[config.mk]
export PLATFORM = sky130hd
export DESIGN_NAME = transposer_job_sched
export DESIGN_NICKNAME = d
export VERILOG_FILES = /design/src/rtl/transposer_job_sched_pkg.sv /design/src/rtl/transposer_job_sched_job_fifo.sv /design/src/rtl/transposer_job_sched.sv
export SDC_FILE = /design/constraint.sdc
export NUM_CORES = 2
export LEC_CHECK = 0
export ABC_AREA = 1
export CELL_PAD_IN_SITES_DETAIL_PLACEMENT = 0
export CELL_PAD_IN_SITES_GLOBAL_PLACEMENT = 1
export CORE_MARGIN = 2
export CORE_UTILIZATION = 45
export CTS_CLUSTER_DIAMETER = 80
export CTS_CLUSTER_SIZE = 10
export DETAILED_ROUTE_END_ITERATION = 12
export PLACE_DENSITY_LB_ADDON = 0.1
export SYNTH_ARGS = -nofsm -noshare
export SYNTH_HDL_FRONTEND = slang
export SYNTH_SLANG_ARGS = --single-unit
[constraint.sdc]
create_clock -name clk -period 34.8 [get_ports clk]
set_input_delay 8.7 -clock clk [delete_from_list [all_inputs] [get_ports clk]]
set_output_delay 8.7 -clock clk [all_outputs]
set_load 0.02 [all_outputs]
[src/rtl/transposer_job_sched_pkg.sv]
`default_nettype none
// +--------------------------------------------------------------------------+
// | transposer_sched_pkg : job descriptor layout and scheduler state codes   |
// | Revision: 1.0                                                            |
// +--------------------------------------------------------------------------+
package transposer_sched_pkg;

    localparam int AW   = 16;
    localparam int ADIM = 6;

    typedef struct packed {
        logic [1:0]               mode;
        logic                     repack_en;
        logic [AW-1:0]            rreq_num;
        logic [AW-1:0]            raddr_base;
        logic [ADIM-1:0][AW-1:0]  raddr_size;
        logic [ADIM-1:0][AW-1:0]  raddr_stride;
        logic [AW-1:0]            wreq_num;
        logic [AW-1:0]            waddr_base;
        logic [ADIM-1:0][AW-1:0]  waddr_size;
        logic [ADIM-1:0][AW-1:0]  waddr_stride;
        logic [AW-1:0]            packed_dim_size;
        logic [AW-1:0]            unpacked_dim_size;
    } job_desc_t;

    localparam int DESC_W = $bits(job_desc_t);

    typedef enum logic [2:0] {
        SCHED_IDLE  = 3'd0,
        SCHED_LOAD  = 3'd1,
        SCHED_START = 3'd2,
        SCHED_RUN   = 3'd3,
        SCHED_DONE  = 3'd4
    } sched_state_e;

endpackage
`default_nettype wire

[src/rtl/transposer_job_sched_job_fifo.sv]
`default_nettype none
// +--------------------------------------------------------------------------+
// | job_fifo : synchronous circular FIFO with registered occupancy count     |
// | Revision: 1.0                                                            |
// +--------------------------------------------------------------------------+
module job_fifo #(
    parameter int DEPTH = 4,
    parameter int WIDTH = 8
) (
    input  logic                   clk,
    input  logic                   rst,
    input  logic                   i_push,
    input  logic [WIDTH-1:0]       i_din,
    input  logic                   i_pop,
    output logic [WIDTH-1:0]       o_dout,
    output logic [$clog2(DEPTH):0] o_count,
    output logic                   o_full,
    output logic                   o_empty
);

    localparam int              c_aw    = $clog2(DEPTH);
    localparam logic [c_aw:0]   c_depth = (c_aw + 1)'(DEPTH);

    logic [WIDTH-1:0] r_mem [DEPTH];
    logic [c_aw-1:0]  r_wr_ptr;
    logic [c_aw-1:0]  r_rd_ptr;
    logic [c_aw:0]    r_count;
    logic             w_push;
    logic             w_pop;

    assign o_full  = (r_count == c_depth);
    assign o_empty = (r_count == '0);
    assign w_push  = i_push & ~o_full;
    assign w_pop   = i_pop & ~o_empty;
    assign o_dout  = r_mem[r_rd_ptr];
    assign o_count = r_count;

    // Storage needs no reset: an entry is only read after it has been written.
    always_ff @(posedge clk) begin
        if (w_push) begin
            r_mem[r_wr_ptr] <= i_din;
        end
    end

    always_ff @(posedge clk) begin
        if (rst) begin
            r_wr_ptr <= '0;
            r_rd_ptr <= '0;
            r_count  <= '0;
        end else begin
            if (w_push) begin
                r_wr_ptr <= r_wr_ptr + 1'b1;
            end
            if (w_pop) begin
                r_rd_ptr <= r_rd_ptr + 1'b1;
            end
            case ({w_push, w_pop})
                2'b10:   r_count <= r_count + 1'b1;
                2'b01:   r_count <= r_count - 1'b1;
                default: r_count <= r_count;
            endcase
        end
    end

endmodule
`default_nettype wire

[src/rtl/transposer_job_sched.sv]
`default_nettype none
// +--------------------------------------------------------------------------+
// | transposer_job_sched : queues transpose jobs and runs them one at a time |
// | Revision: 1.0                                                            |
// +--------------------------------------------------------------------------+
module transposer_job_sched
    import transposer_sched_pkg::*;
#(
    parameter int QDEPTH = 4,
    parameter int IDW    = 8,
    parameter int CW     = 32
) (
    input  logic                    clk,
    input  logic                    reset,
    input  logic                    cmd_vld,
    output logic                    cmd_rdy,
    input  job_desc_t               cmd_desc,
    output job_desc_t               cfg,
    output logic                    init_pulse,
    input  logic                    finish,
    output logic                    busy,
    output logic [$clog2(QDEPTH):0] q_count,
    output logic                    done_vld,
    output logic [IDW-1:0]          done_id,
    output logic [CW-1:0]           done_cycles
);

    localparam int              c_qaw    = $clog2(QDEPTH);
    localparam int              c_ew     = IDW + DESC_W;
    localparam logic [c_qaw:0]  c_qdepth = (c_qaw + 1)'(QDEPTH);

    localparam logic [2:0] c_st_idle  = SCHED_IDLE;
    localparam logic [2:0] c_st_load  = SCHED_LOAD;
    localparam logic [2:0] c_st_start = SCHED_START;
    localparam logic [2:0] c_st_run   = SCHED_RUN;
    localparam logic [2:0] c_st_done  = SCHED_DONE;

    logic [2:0]      r_state;
    logic [2:0]      w_state_nxt;
    logic            r_cmd_rdy;
    logic            r_busy;
    logic            r_init_pulse;
    logic            r_done_vld;
    logic [IDW-1:0]  r_next_id;
    logic [IDW-1:0]  r_cur_id;
    logic [IDW-1:0]  r_done_id;
    logic [CW-1:0]   r_cnt;
    logic [CW-1:0]   w_cnt_inc;
    logic [CW-1:0]   r_done_cycles;
    job_desc_t       r_cfg;

    logic            w_push;
    logic            w_pop;
    logic [c_ew-1:0] w_head;
    logic [IDW-1:0]  w_head_id;
    job_desc_t       w_head_desc;
    logic [c_qaw:0]  w_q_count;
    logic [c_qaw:0]  w_cnt_nxt;
    logic            w_q_full;
    logic            w_q_empty;

    assign w_push      = cmd_vld & r_cmd_rdy & ~w_q_full;
    assign w_head_id   = w_head[c_ew-1 -: IDW];
    assign w_head_desc = w_head[DESC_W-1:0];
    assign w_cnt_inc   = (&r_cnt) ? r_cnt : r_cnt + 1'b1;

    job_fifo #(
        .DEPTH (QDEPTH),
        .WIDTH (c_ew)
    ) u_job_fifo (
        .clk     (clk),
        .rst     (reset),
        .i_push  (w_push),
        .i_din   ({r_next_id, cmd_desc}),
        .i_pop   (w_pop),
        .o_dout  (w_head),
        .o_count (w_q_count),
        .o_full  (w_q_full),
        .o_empty (w_q_empty)
    );

    always_comb begin
        w_state_nxt = r_state;
        w_pop       = 1'b0;
        case (r_state)
            c_st_idle: begin
                if (!w_q_empty) begin
                    w_pop       = 1'b1;
                    w_state_nxt = c_st_load;
                end
            end
            c_st_load:  w_state_nxt = c_st_start;
            c_st_start: w_state_nxt = c_st_run;
            c_st_run: begin
                if (finish) begin
                    w_state_nxt = c_st_done;
                end
            end
            c_st_done: begin
                if (!w_q_empty) begin
                    w_pop       = 1'b1;
                    w_state_nxt = c_st_load;
                end else begin
                    w_state_nxt = c_st_idle;
                end
            end
            default: w_state_nxt = c_st_idle;
        endcase
    end

    // Next occupancy lets cmd_rdy and busy be registered yet cycle-accurate.
    always_comb begin
        w_cnt_nxt = w_q_count;
        if (w_push && !w_pop) begin
            w_cnt_nxt = w_q_count + 1'b1;
        end else if (!w_push && w_pop) begin
            w_cnt_nxt = w_q_count - 1'b1;
        end
    end

    always_ff @(posedge clk) begin
        if (reset) begin
            r_state       <= c_st_idle;
            r_cmd_rdy     <= 1'b0;
            r_busy        <= 1'b0;
            r_init_pulse  <= 1'b0;
            r_done_vld    <= 1'b0;
            r_next_id     <= '0;
            r_cur_id      <= '0;
            r_done_id     <= '0;
            r_cnt         <= '0;
            r_done_cycles <= '0;
            r_cfg         <= '0;
        end else begin
            r_state      <= w_state_nxt;
            r_cmd_rdy    <= (w_cnt_nxt != c_qdepth);
            r_busy       <= (w_state_nxt != c_st_idle) | (w_cnt_nxt != '0);
            r_init_pulse <= (w_state_nxt == c_st_start);
            r_done_vld   <= (w_state_nxt == c_st_done);
            if (w_push) begin
                r_next_id <= r_next_id + 1'b1;
            end
            if (w_pop) begin
                r_cfg    <= w_head_desc;
                r_cur_id <= w_head_id;
            end
            // The START cycle itself counts as cycle 1 of the job.
            if (r_state == c_st_start) begin
                r_cnt <= {{(CW-1){1'b0}}, 1'b1};
            end else if (r_state == c_st_run) begin
                r_cnt <= w_cnt_inc;
            end
            if (r_state == c_st_run && finish) begin
                r_done_cycles <= w_cnt_inc;
                r_done_id     <= r_cur_id;
            end
        end
    end

    assign cmd_rdy     = r_cmd_rdy;
    assign busy        = r_busy;
    assign q_count     = w_q_count;
    assign cfg         = r_cfg;
    assign init_pulse  = r_init_pulse;
    assign done_vld    = r_done_vld;
    assign done_id     = r_done_id;
    assign done_cycles = r_done_cycles;

endmodule
`default_nettype wire

==> results.toml <==
[synth]
postSynthAreaPerCell_sq_um = 11.8
synth-edff-count = 1964
syn_inst = 8116
syn_area_sq_mm = 0.0957
synth.most_common_cell = "nor2_1"
synth_top_area_share = 0.616
synth_cell_types = 32
synth_area_leaders = "edfxtp_1, dfxtp_1, nor2_1"
synth_commonest_cells = "nor2_1, edfxtp_1, o21ai_1"
yosysTopAreaCell = "edfxtp_1"
yosys_most_used_dff = "edfxtp_1"
async_flop_share = 0
ys_warn_count = 0
synth_seq_cells = 2549
ys_seq_area_frac = 0.739
syn-num-nets = 8615

[cells_and_area]
drive_gt1_frac = 0.0468
final_cell_count_no_fill = 12093
fin_nets = 9500
design_area_sq_mm = 0.117
area_growth_pct = 21.9

[timing]
fin_tns_setup_ns = 0
holdWs_ns = 0.487
grt_setup_unrepaired = "false"
hold_viol = 0
worst_pin_slew_ns = 1.15
drv_slew = 0
slew_headroom = 0.233
min_period_over_period = 0.369
period_needed_ns = 12.83
max_freq_mhz = 77.9
final.setup_skew_ns = 0.0565
setup_violations = 0

[run_status]
outcome = "completed"

[clocking]
clockBufferDepth = 4
cts_tree = "built"
postCtsHoldBufs = 0
cts_sinks = 2549
h-tree-depth = 5
worst_skew_pair.late_latency_ns = 0.93
numCtsBuffers = 307
root_buffer = "clkbuf_16"
cts_setup_buffers = 0
post_cts_resized = 0
clk_pin_slew_ns = 0.05

[placement]
place_congestion = 0.811
port_buffers = 1016
place_area_sq_mm = 0.108
hpwl_um = 164000
dp.cells = 11513

[setup_path]
cp_max_fo = 119
cp_slowest_stage_delay_ns = 0.74
slowest_stage = "buf_4"
critPathArrivalTime_ns = 13.36
cp_cell_sequence = "clkdlybuf4s50_1 -> nand3_1 -> buf_4 -> nor2_4 -> buf_4 -> buf_12 -> buf_4 -> buf_4"
setup.worst_path.start_class = "input port"
critPathKind = "input port to register"
critPathCaptureType = "register"
r2r_cells = 10
critPathMostFrequentCell = "buf_4"
critical_path_required_ns = 35.32
rrSetupSlack_ns = 29.46

[die]
ioPinCount = 1017
die_x_um = 465
rows = 169
fp.dieH_um = 465
fp.dieArea_sq_mm = 0.216
initial_utilization = 0.452
core_area_sq_mm = 0.212

[grt]
grt_overflow = 0
grt_pass1_wl_um = 402000
grt_max_degree = 215
grt_pass1_vias = 60326
antenna_found_initial = 141
grt_usage = 0.249

[route]
drc = 0
detailedRoute.firstIterationViolations = 4749
route.detailed.wl_per_inst_um = 22.8
num_vias = 63639
dr.pass1.iters = 6
viasPerCell = 5.26
drt_wl_total_um = 276000
ant_nets = 0

[worst_hold_path]
hold_path.class = "register to register"
hold_path_depth = 2

[power]
ir_drop_mv = 0.0757
power.density_mw_per_mm2 = 83.9
p_leak_nw = 42.7

[run]
max_cap_violations = 0
## report_power, final
group	total (mW)	switching, mW	internal (mW)
Clock	2.84	1.16	1.68
Sequential	3.95	0.242	3.71
Combinational	2.99	2.01	0.984
## kinds of logic after synthesis
group | share of synthesized area
buffers and inverters | 0.0493
adder cells (fa/ha/maj) | 0.00157
AO/OA/AOI/OAI | 0.115
XOR/XNOR | 0.000824
flip-flops | 0.739
AND/OR/NAND/NOR | 0.0948
## flip-flops by register name, indices dropped and copies added, names as in the netlist, 2 cells and up
name,cells
u_job_fifo.r_mem,1964
r_state,3
u_job_fifo.r_rd_ptr,2
done_id,8
r_cnt,32
r_next_id,8
r_cur_id,8
cfg,483
u_job_fifo.r_wr_ptr,2
done_cycles,32
u_job_fifo.o_count,3
## metrics by stage
stage	power (mW)	setup WS (ns)	util
final	9.79	21.97	0.551
after global routing	10.3	21.66	0.551
after CTS	9.89	21.92	0.550
after detailed placement	7.04	20.97	0.509
after global placement	6.99	20.94	0.509
after floorplan	6.01	4.03	-
## area by class of cell
cell class,instances,area [sq um]
clock inverter,11,118
clock buffer,513,8600
tap,2821,3530
fill,17762,95000
sequential,2549,70700
multi-input combinational,4449,20300
timing repair buffer,1092,10900
inverter,602,2290
antenna,56,140
## path summary, 6_finish.rpt
check                        startpoint                  endpoint
hold / removal              r_cur_id[4]                done_id[4]
hold reg to reg             r_cur_id[4]                done_id[4]
setup / recovery                cmd_vld  u_job_fifo.r_mem[2][134]
setup reg to reg  u_job_fifo.o_count[1]  u_job_fifo.r_mem[2][134]
## cells in the final DEF, fill, tap and decap left out, types with 7 or more instances in the layout
master | synthesis | routed
buf_12 | 0 | 14
o22ai_1 | 491 | 491
nand3_2 | 10 | 10
ha_1 | 12 | 12
inv_1 | 597 | 597
nand3_1 | 42 | 42
clkdlybuf4s50_1 | 0 | 1015
nand2_1 | 141 | 141
clkbuf_1 | 298 | 199
o21ai_0 | 664 | 664
nor2_4 | 2 | 7
buf_4 | 67 | 62
nor2_1 | 2134 | 2130
o21ai_1 | 875 | 875
clkbuf_16 | 0 | 314
nand4_1 | 19 | 19
edfxtp_1 | 1964 | 1964
xor2_1 | 7 | 7
dfxtp_1 | 585 | 583
a21oi_1 | 34 | 34
diode_2 | 0 | 56
## critical path, delay by kind of cell
family / cells / cell delay [ns]
buffers and inverters: 6 / 3.50
AND/OR/NAND/NOR: 2 / 0.83
## per-layer routing
| metal | part of all wire | vias up | GRT usage |
|---|---|---|---|
| li1 | - | 30144 | - |
| met2 | 0.47 | 1962 | 0.396 |
| met3 | 0.086 | 601 | 0.0797 |
| met1 | 0.40 | 30812 | 0.311 |
| met5 | 0.0027 | - | 0 |
| met4 | 0.041 | 120 | 0.110 |
Note: power is estimated with default switching activity, not from simulation.
